$ cat config.mk
export PLATFORM = sky130hd
export DESIGN_NAME = benchmark_reporter
export DESIGN_NICKNAME = d
export VERILOG_FILES = /design/src/rtl/benchmark_pkg.sv /design/src/rtl/benchmark_reporter_uart.sv /design/src/rtl/benchmark_reporter.sv
export SDC_FILE = /design/constraint.sdc
export NUM_CORES = 1
export LEC_CHECK = 0
export CELL_PAD_IN_SITES_DETAIL_PLACEMENT = 1
export CELL_PAD_IN_SITES_GLOBAL_PLACEMENT = 1
export CORE_MARGIN = 5
export CORE_UTILIZATION = 30
export DETAILED_ROUTE_END_ITERATION = 10
export PLACE_DENSITY_LB_ADDON = 0.1
export SLEW_MARGIN = 20
export SYNTH_ARGS = -nofsm -noshare
export SYNTH_HDL_FRONTEND = slang
export SYNTH_HIERARCHICAL = 1
export SYNTH_SLANG_ARGS = --single-unit
$ cat constraint.sdc
create_clock -name clk -period 11 [get_ports clk]
set_input_delay 1.65 -clock clk [delete_from_list [all_inputs] [get_ports clk]]
set_output_delay 1.65 -clock clk [all_outputs]
set_load 0.1 [all_outputs]
$ cat src/rtl/benchmark_pkg.sv
// Shared encodings, ASCII constants and message geometry for the benchmark status reporter.
package benchmark_pkg;

    typedef enum logic [2:0] {
        ST_IDLE,
        ST_LOAD,
        ST_SEND,
        ST_WAIT,
        ST_FINISH
    } state_t;

    typedef enum logic [1:0] {
        COND_BASE2  = 2'b00,
        COND_BASE10 = 2'b01,
        COND_BASE12 = 2'b10,
        COND_ROUTER = 2'b11
    } cond_t;

    localparam logic [7:0] ASCII_CR    = 8'h0D;
    localparam logic [7:0] ASCII_LF    = 8'h0A;
    localparam logic [7:0] ASCII_COLON = 8'h3A;
    localparam logic [7:0] ASCII_W     = 8'h57;

    localparam int unsigned NUM_CONDS     = 4;
    localparam int unsigned WORD_LINE_LEN = 13;
    localparam int unsigned WIN_LINE_LEN  = 5;
    localparam int unsigned MSG_LEN       = NUM_CONDS * WORD_LINE_LEN + WIN_LINE_LEN;

    function automatic logic [15:0] cond_tag(input cond_t c);
        case (c)
            COND_BASE2:  return "B2";
            COND_BASE10: return "BA";
            COND_BASE12: return "BC";
            default:     return "RT";
        endcase
    endfunction

    // Uppercase hex: 'A' - 10 = 0x37
    function automatic logic [7:0] hex_ascii(input logic [3:0] n);
        return (n < 4'd10) ? (8'h30 + {4'h0, n}) : (8'h37 + {4'h0, n});
    endfunction

endpackage

$ cat src/rtl/benchmark_reporter_uart.sv
// 8N1 UART byte transmitter; tx_busy drops during the final stop-bit cycle so a
// following frame can start on the very edge the stop bit ends.
module uart_tx_byte
    import benchmark_pkg::*;
#(
    parameter int unsigned CLKS_PER_BIT = 868
) (
    input  logic       clk,
    input  logic       reset,
    input  logic       tx_start,
    input  logic [7:0] tx_data,
    output logic       tx_busy,
    output logic       tx
);

    logic        active;
    logic [15:0] timer;
    logic [3:0]  bit_cnt;
    logic [7:0]  shreg;
    logic        last_tick;

    assign last_tick = active && (bit_cnt == 4'd9) && (timer == '0);
    assign tx_busy   = active && !last_tick;

    always_ff @(posedge clk) begin
        if (reset) begin
            active  <= 1'b0;
            tx      <= 1'b1;
            timer   <= '0;
            bit_cnt <= '0;
            shreg   <= '0;
        end else if (tx_start && !tx_busy) begin
            active  <= 1'b1;
            tx      <= 1'b0;
            timer   <= 16'(CLKS_PER_BIT - 1);
            bit_cnt <= '0;
            shreg   <= tx_data;
        end else if (active) begin
            if (timer != '0) begin
                timer <= timer - 16'd1;
            end else begin
                timer <= 16'(CLKS_PER_BIT - 1);
                if (bit_cnt == 4'd9) begin
                    active <= 1'b0;
                end else begin
                    bit_cnt <= bit_cnt + 4'd1;
                    if (bit_cnt == 4'd8) begin
                        tx <= 1'b1;
                    end else begin
                        tx    <= shreg[0];
                        shreg <= {1'b0, shreg[7:1]};
                    end
                end
            end
        end
    end

endmodule

$ cat src/rtl/benchmark_reporter.sv
// Snapshots benchmark totals on each completion and streams them as ASCII over UART.
module benchmark_reporter
    import benchmark_pkg::*;
#(
    parameter int unsigned CLKS_PER_BIT = 868
) (
    input  logic        clk,
    input  logic        reset,
    input  logic        benchmark_done,
    input  logic [31:0] cycles_base2,
    input  logic [31:0] cycles_base10,
    input  logic [31:0] cycles_base12,
    input  logic [31:0] cycles_router,
    input  logic [3:0]  winner_leds,
    output logic        uart_tx,
    output logic        report_busy,
    output logic        report_done
);

    state_t      state;
    logic        done_q;
    logic        rise;
    logic [31:0] snap_cycles [NUM_CONDS];
    logic [3:0]  snap_winner;
    logic [5:0]  byte_index;
    logic [4:0]  field;
    logic [4:0]  char_idx;
    logic [4:0]  last_char;
    logic [7:0]  cur_char;
    logic [7:0]  tx_data;
    logic        tx_start;
    logic        tx_busy;
    logic [15:0] tag;
    logic [2:0]  nib_sel;
    logic [31:0] word;

    assign rise      = benchmark_done && !done_q;
    assign last_char = (field < 5'(NUM_CONDS)) ? 5'(WORD_LINE_LEN - 1) : 5'(WIN_LINE_LEN - 1);

    always_comb begin
        cur_char = ASCII_LF;
        tag      = '0;
        nib_sel  = '0;
        word     = snap_cycles[field[1:0]];
        if (field < 5'(NUM_CONDS)) begin
            tag = cond_tag(cond_t'(field[1:0]));
            case (char_idx)
                5'd0:    cur_char = tag[15:8];
                5'd1:    cur_char = tag[7:0];
                5'd2:    cur_char = ASCII_COLON;
                5'd11:   cur_char = ASCII_CR;
                5'd12:   cur_char = ASCII_LF;
                default: begin
                    // chars 3..10 map to nibbles 7..0
                    nib_sel  = 3'(5'd10 - char_idx);
                    cur_char = hex_ascii(word[{nib_sel, 2'b00} +: 4]);
                end
            endcase
        end else begin
            case (char_idx)
                5'd0:    cur_char = ASCII_W;
                5'd1:    cur_char = ASCII_COLON;
                5'd2:    cur_char = hex_ascii(snap_winner);
                5'd3:    cur_char = ASCII_CR;
                default: cur_char = ASCII_LF;
            endcase
        end
    end

    always_ff @(posedge clk) begin
        if (reset) begin
            state       <= ST_IDLE;
            done_q      <= 1'b0;
            report_busy <= 1'b0;
            report_done <= 1'b0;
            tx_start    <= 1'b0;
            tx_data     <= '0;
            byte_index  <= '0;
            field       <= '0;
            char_idx    <= '0;
            snap_winner <= '0;
            for (int unsigned i = 0; i < NUM_CONDS; i++) snap_cycles[i] <= '0;
        end else begin
            done_q      <= benchmark_done;
            report_done <= 1'b0;
            case (state)
                ST_IDLE, ST_FINISH: begin
                    if (rise) begin
                        snap_cycles[0] <= cycles_base2;
                        snap_cycles[1] <= cycles_base10;
                        snap_cycles[2] <= cycles_base12;
                        snap_cycles[3] <= cycles_router;
                        snap_winner    <= winner_leds;
                        report_busy    <= 1'b1;
                        byte_index     <= '0;
                        field          <= '0;
                        char_idx       <= '0;
                        state          <= ST_LOAD;
                    end else begin
                        state <= ST_IDLE;
                    end
                end
                ST_LOAD: begin
                    tx_data  <= cur_char;
                    tx_start <= 1'b1;
                    state    <= ST_SEND;
                end
                ST_SEND: begin
                    tx_start <= 1'b0;
                    state    <= ST_WAIT;
                end
                ST_WAIT: begin
                    // tx_busy is already low in the last stop-bit cycle, giving a 2-cycle gap
                    if (!tx_busy) begin
                        if (byte_index == 6'(MSG_LEN - 1)) begin
                            report_done <= 1'b1;
                            report_busy <= 1'b0;
                            state       <= ST_FINISH;
                        end else begin
                            byte_index <= byte_index + 6'd1;
                            if (char_idx == last_char) begin
                                char_idx <= '0;
                                field    <= field + 5'd1;
                            end else begin
                                char_idx <= char_idx + 5'd1;
                            end
                            state <= ST_LOAD;
                        end
                    end
                end
                default: state <= ST_IDLE;
            endcase
        end
    end

    uart_tx_byte #(
        .CLKS_PER_BIT(CLKS_PER_BIT)
    ) u_tx (
        .clk     (clk),
        .reset   (reset),
        .tx_start(tx_start),
        .tx_data (tx_data),
        .tx_busy (tx_busy),
        .tx      (uart_tx)
    );

endmodule
* Word-level counts from Yosys, hierarchy flattened *
Memory sizes are Yosys's and may differ from the RTL's. A register that Yosys moved wholly into a read port is not among the register bits.
Cells that the tools add are included.

storage, ports and cells
  input port bits = 135
  memory bits (writable) = 128
  output and inout bits = 3
  register bits = 65
  memories kept = 1
  word-level logic and storage cells = 146

operators by class
  multiplexer cells = 59
  add/sub/neg operators = 10
  shift operators = 1
  reductions and logical operators = 26
  bitwise operators = 7
  order comparisons = 3
  equality and inequality tests = 23

memories
  memory       depth  width  rd ports  clocked after Yosys merged registers in  wr ports  line                      text
  snap_cycles  4      32     1         1                                        4         benchmark_reporter.sv:23  logic [31:0] snap_cycles [NUM_CONDS];

operators with widths
  cell                     count
  $mux W32                 4
  $mux W8                  6
  $pmux W8 S5              1
  $pmux W13 S3             1
  $mux W5                  7
  $shiftx A32 B6 Y4        1
  $add A6 B4 Y7 const A    4
  $pmux W7 S4              1
  $mux W1                  20
  $mux W10                 2
  $pmux W5 S2              2
  $mux W6                  3
  $logic_not A16 Y1        1
  $mux W16                 1
  $reduce_bool A16 Y1      1
  $sub A16 B1 Y16 const B  1
  $mux W7                  2
  $ne A2 B2 Y1 const B     6
  $pmux W3 S4              1
  $pmux W6 S2              1
  $reduce_and A4 Y1        3
  $add A5 B1 Y5 const B    2
  $eq A5 B2 Y1 const B     2
  $eq A5 B4 Y1 const B     2
  32 further kinds         54

* Depth between registers and ports, before layout *
  depth after elaboration = 9
  depth in mapped cells = 12
  depth with buffers taken out = 12

* Hierarchy *
The synthesis kept the hierarchy.

by module, submodules not included
  module              area an instance (µm²)  cells an instance  times used  seq. area each (µm²)
  benchmark_reporter  7886.3                  637                1           4564.4
  uart_tx_byte        1465.2                  168                1           600.6

* Worst setup path after synthesis *
OpenSTA, ideal clock, no wires.

  path kind = input-to-reg
  start point = input port reset
  end point = memory snap_cycles[0][0] (enable)
  slack = 4785 ps
  cell stages on the path = 3
  arrival time = 5673 ps
  buffers on the path = 2
  setup time = 543 ps
  required time = 10457 ps
  path through = clkbuf_1 nand2b_1 clkbuf_1

RTL lines
  item         line                      text
  from (decl)  benchmark_reporter.sv:8   input logic reset,
  to (decl)    benchmark_reporter.sv:23

==> summary.md <==
The run finished with clean final reports. On the critical path, the stage with the largest delay is an instance of sky130_fd_sc_hd__nand2b_4. For the HPWL reported at the end of detailed placement, the log shows 16600 µm. For the worst-skew pair, the clock arrives at the later sink with an insertion delay of 440 ps.

CTS saw 194 sinks. The tools report the total standard cell area after synthesis as 9350 µm². After synthesis, the netlist uses 71 different library cells. Entering global routing, the biggest net connects 129 pins. In this run, post-CTS hold repair placed 0 buffers. Derived from the worst setup path, the maximum achievable clock frequency is 243 MHz.

The clock buffer count from CTS is 17. After clock tree synthesis, the clock-pin slew on the worst setup and hold paths is 70 ps. For this run, the leading register cell type out of synthesis is sky130_fd_sc_hd__edfxtp_1. The clock network is responsible for 34.8% of the overall power. Overall power consumption after layout is estimated at 0.00176 W. The run gives 193 as the number of design-rule violations left by the first detailed-router iteration. The y dimension of the die was 187 µm; the all-layer global routing usage was 13.6%. Part of the cycle the worst path needs: 37.5%. The launch point of the critical path was benchmark_done.

Summed over all failing endpoints, the final setup total negative slack is 0 ps. The die outline area is 34800 µm², and the via count is 6297. The total count of max-transition violations in the final report is 0. The logs give 114 µV for the maximum vdd drop and 6 for the number of warnings printed during yosys synthesis.

Number of setup buffers added after CTS: 0. In this run the critical register-to-register path is launched from char_idx[0]$_SDFFE_PP0P_. The run gives 138 as the number of top-level design ports.

The number of buffers and inverters on the critical path is 3. The sequential cell area fraction in the yosys report is 55.2%, and the fraction of synthesis flops using an asynchronous set or reset pin is 0%. Setup repair after global routing left no endpoint under its margin.

Summed over all instances, the cell type with the most area after synthesis is sky130_fd_sc_hd__edfxtp_1. The number of buffers added on ports was 137. The worst setup path is launched from an input port. CTS built an H-tree with a depth of 4.

Once detail routing completed, the nets flagged for antenna violations numbered 0. The worst path in the final design needs a cycle of 4120 ps, including I/O delays and setup. The transition time at the pin with the least slew margin works out to 966 ps.

The synthesized flop and latch total works out to 194. The run gives 958 as the number of nets produced by synthesis. The number of gates resized after CTS was 0. After detailed routing, the number of vias per cell comes to 4.72. Walking the worst path, the cells encountered are clkdlybuf4s50_1 -> nand3b_1 -> nand2b_4 -> buf_4 -> buf_12. The area growth from synthesis to layout is 24.8%, and the internal power is 0.00128 W. The worst endpoint required time was 11130 ps; the leakage dissipation was 4.19 nW. The number of failing hold endpoints at the final stage is 0, and the antenna diode count is 0. In the synthesized netlist, the number of instances is 805. The number of DRC violations after detailed routing was 0; the mean area per synthesized cell was 11.6 µm².

Along the worst path, the maximum fanout reaches 50. The critical path in this run is classified as in2reg. The number of optimization iterations in the first detailed-route pass came out at 4. The final routed wirelength across all metal layers was 23500 µm. The class of the most critical hold timing path is reg2reg. The final count of negative-setup-slack endpoints was 0; the power per unit of standard cell area was 151 nW/µm². Start point of the worst hold path: state[2]$_SDFFE_PP0P_. Broken down by cell family, the worst path's largest delay share belongs to buffers and inverters. The worst setup path is captured at a flip-flop.

In this run, the combinational gates consume 15.6% of the power. In this run switching power makes up 27.4% of total power. After global routing the overflow that remains totals 0. In this run the deepest clock path goes through 2 buffers.

Clock skew on the completed layout was measured at 16.5 ps. For the via count of the first global-routing pass, the log shows 6682. The max-capacitance violation count was 0; the arrival time of the worst setup path was 4250 ps. In this design, the stage delay of the slowest critical-path cell is 730 ps. TritonCTS built the clock tree.

Headroom to the max-slew limit came out at 35.4%. The congestion estimate from routability-driven global placement came to 0.748. Summed over its instances, the top area cell type makes up 41.1% of the synthesized netlist area. The cell sitting at the root of the clock tree is a sky130_fd_sc_hd__clkbuf_16.

The first-pass GRT wire length is 37700 µm. The die span in x is 187 µm. The core region is 30700 µm². Yosys mapped a number of flops with a built-in enable equal to 128. The sequential group share of total power is 49.6%, and the number of rows in the core area is 64. The number of nets in the finished design is 1079.

The routed wire length per instance was 17.6 µm; the fraction of final layout cells sized beyond drive strength 1 was 8.73%. The logs give 3 for the initial antenna violation count and 30.5% for the starting density of the core. Yosys attributes the largest share of cell area to sky130_fd_sc_hd__edfxtp_1 41%, sky130_fd_sc_hd__dfxtp_1 14%, sky130_fd_sc_hd__and2_1 8.8%.

The tools report the switching power summed over all nets as 0.000483 W.
==> path summary, 6_finish.rpt <==
| check | to | slack (ps) | cells past startpoint |
|---|---|---|---|
| max | snap_cycles[3][7]$_SDFFCE_PN0P_ | 6880 | 5 |
| min | state[1]$_SDFFE_PP0P_ | 470 | 1 |
| min reg2reg | state[1]$_SDFFE_PP0P_ | 470 | 1 |
| max reg2reg | tx_data[4]$_SDFFE_PP0P_ | 7470 | 8 |
==> cell type report <==
cell class | count | area [µm²]
Fill cell | 3333 | 19000
Sequential cell | 194 | 5170
Multi-Input combinational cell | 550 | 3910
Timing Repair Buffer | 145 | 1460
Tap cell | 396 | 495
Clock buffer | 17 | 425
Clock inverter | 15 | 148
Inverter | 18 | 67.6
==> worst reg2reg max path, delay by kind of cell (launching register included) <==
| family | cells | cell delay (ps) |
|---|---|---|
| AND/OR/NAND/NOR | 2 | 730 |
| AO/OA/AOI/OAI | 4 | 890 |
| adder cells (fa/ha/maj) | 1 | 690 |
| buffers and inverters | 1 | 520 |
| flip-flops | 1 | 580 |
==> flip-flops by register name (all words and copies together) (netlist names), named ones only <==
name and flops:
u_tx/timer 16, snap_cycles 128, report_busy 1, u_tx/active 1, byte_index 6, report_done 1, tx_start 1, state 3
field 5, u_tx/bit_cnt 4, tx_data 7, u_tx/tx 1, u_tx/shreg 8, done_q 1, char_idx 5, snap_winner 4
==> power by group through the flow <==
stage                     clock [W]  sequential, W  combinational [W]
after global routing       0.000664       0.000880           0.000304
after floorplan                   0       0.000891           0.000165
final                      0.000612       0.000872           0.000274
after CTS                  0.000634       0.000874           0.000278
after global placement            0       0.000889           0.000274
after detailed placement          0       0.000890           0.000276
==> synthesized netlist by cell type, types with 4 or more instances <==
library cell / n
sky130_fd_sc_hd__and2_1: 132
sky130_fd_sc_hd__edfxtp_1: 128
sky130_fd_sc_hd__nor2_1: 70
sky130_fd_sc_hd__dfxtp_1: 66
sky130_fd_sc_hd__nand2_1: 51
sky130_fd_sc_hd__mux2i_1: 35
sky130_fd_sc_hd__a21oi_1: 30
sky130_fd_sc_hd__clkbuf_1: 29
sky130_fd_sc_hd__xor2_1: 20
sky130_fd_sc_hd__ha_1: 18
sky130_fd_sc_hd__a22oi_1: 17
sky130_fd_sc_hd__inv_1: 17
sky130_fd_sc_hd__mux4_2: 17
sky130_fd_sc_hd__nor3_1: 16
sky130_fd_sc_hd__o21ai_0: 16
sky130_fd_sc_hd__xnor2_1: 15
sky130_fd_sc_hd__a311oi_1: 11
sky130_fd_sc_hd__nand4_1: 10
sky130_fd_sc_hd__nand3_1: 9
sky130_fd_sc_hd__nor2b_1: 7
sky130_fd_sc_hd__buf_6: 6
sky130_fd_sc_hd__a211oi_1: 5
sky130_fd_sc_hd__buf_1: 5
sky130_fd_sc_hd__nand2b_1: 5
sky130_fd_sc_hd__nor4_1: 4
==> cell families (layout without fill, tap and decap cells) <==
family,Yosys count,count (layout),share of synthesized area [%]
AND/OR/NAND/NOR,329,329,19.2
flip-flops,194,194,55.2
AO/OA/AOI/OAI,111,111,8.18
buffers and inverters,61,195,3.16
multiplexers,56,56,8.51
XOR/XNOR,35,35,3.28
adder cells (fa/ha/maj),18,18,2.41
other,1,1,0.0401
==> per-layer routing <==
| metal | share of wire (%) | wire length, µm | global-route usage, % | vias to the layer above |
|---|---|---|---|---|
| li1 | - | - | - | 3117 |
| met1 | 46 | 10700 | 17.6 | 3048 |
| met4 | 0.91 | 213 | 3.11 | 6 |
| met5 | 0.12 | 28 | 0 | - |
| met2 | 48 | 11400 | 22.4 | 109 |
| met3 | 5.0 | 1190 | 4.19 | 17 |
==> cells in the final DEF (no fill, tap or decap), drive strengths merged, types with 5 or more instances in the layout <==
master         count
clkdlybuf4s50    136
and2             132
edfxtp           128
nor2              71
dfxtp             66
nand2             51
mux2i             36
a21oi             30
inv               27
xor2              20
o21ai             19
ha                18
mux4              18
a22oi             17
clkbuf            17
nor3              16
xnor2             15
a311oi            12
nand4             10
nand3             10
buf                9
nor2b              7
a211oi             6
nor4               6
nand2b             5
clkinv             5
==> per-stage QoR <==
stage	instances	hold slack (ps)	setup slack (ps)	area (µm²)	util, %
2_1_floorplan	805	424	4780	9350	-
3_3_place_gp	1301	432	6300	11000	36.0
3_5_place_dp	1301	452	6280	11000	36.0
4_1_cts	1333	470	6750	11600	37.9
5_1_grt	1335	500	6660	11700	38.0
6_report	1335	472	6880	11700	38.0
Note: power is estimated with default switching activity, not from simulation.
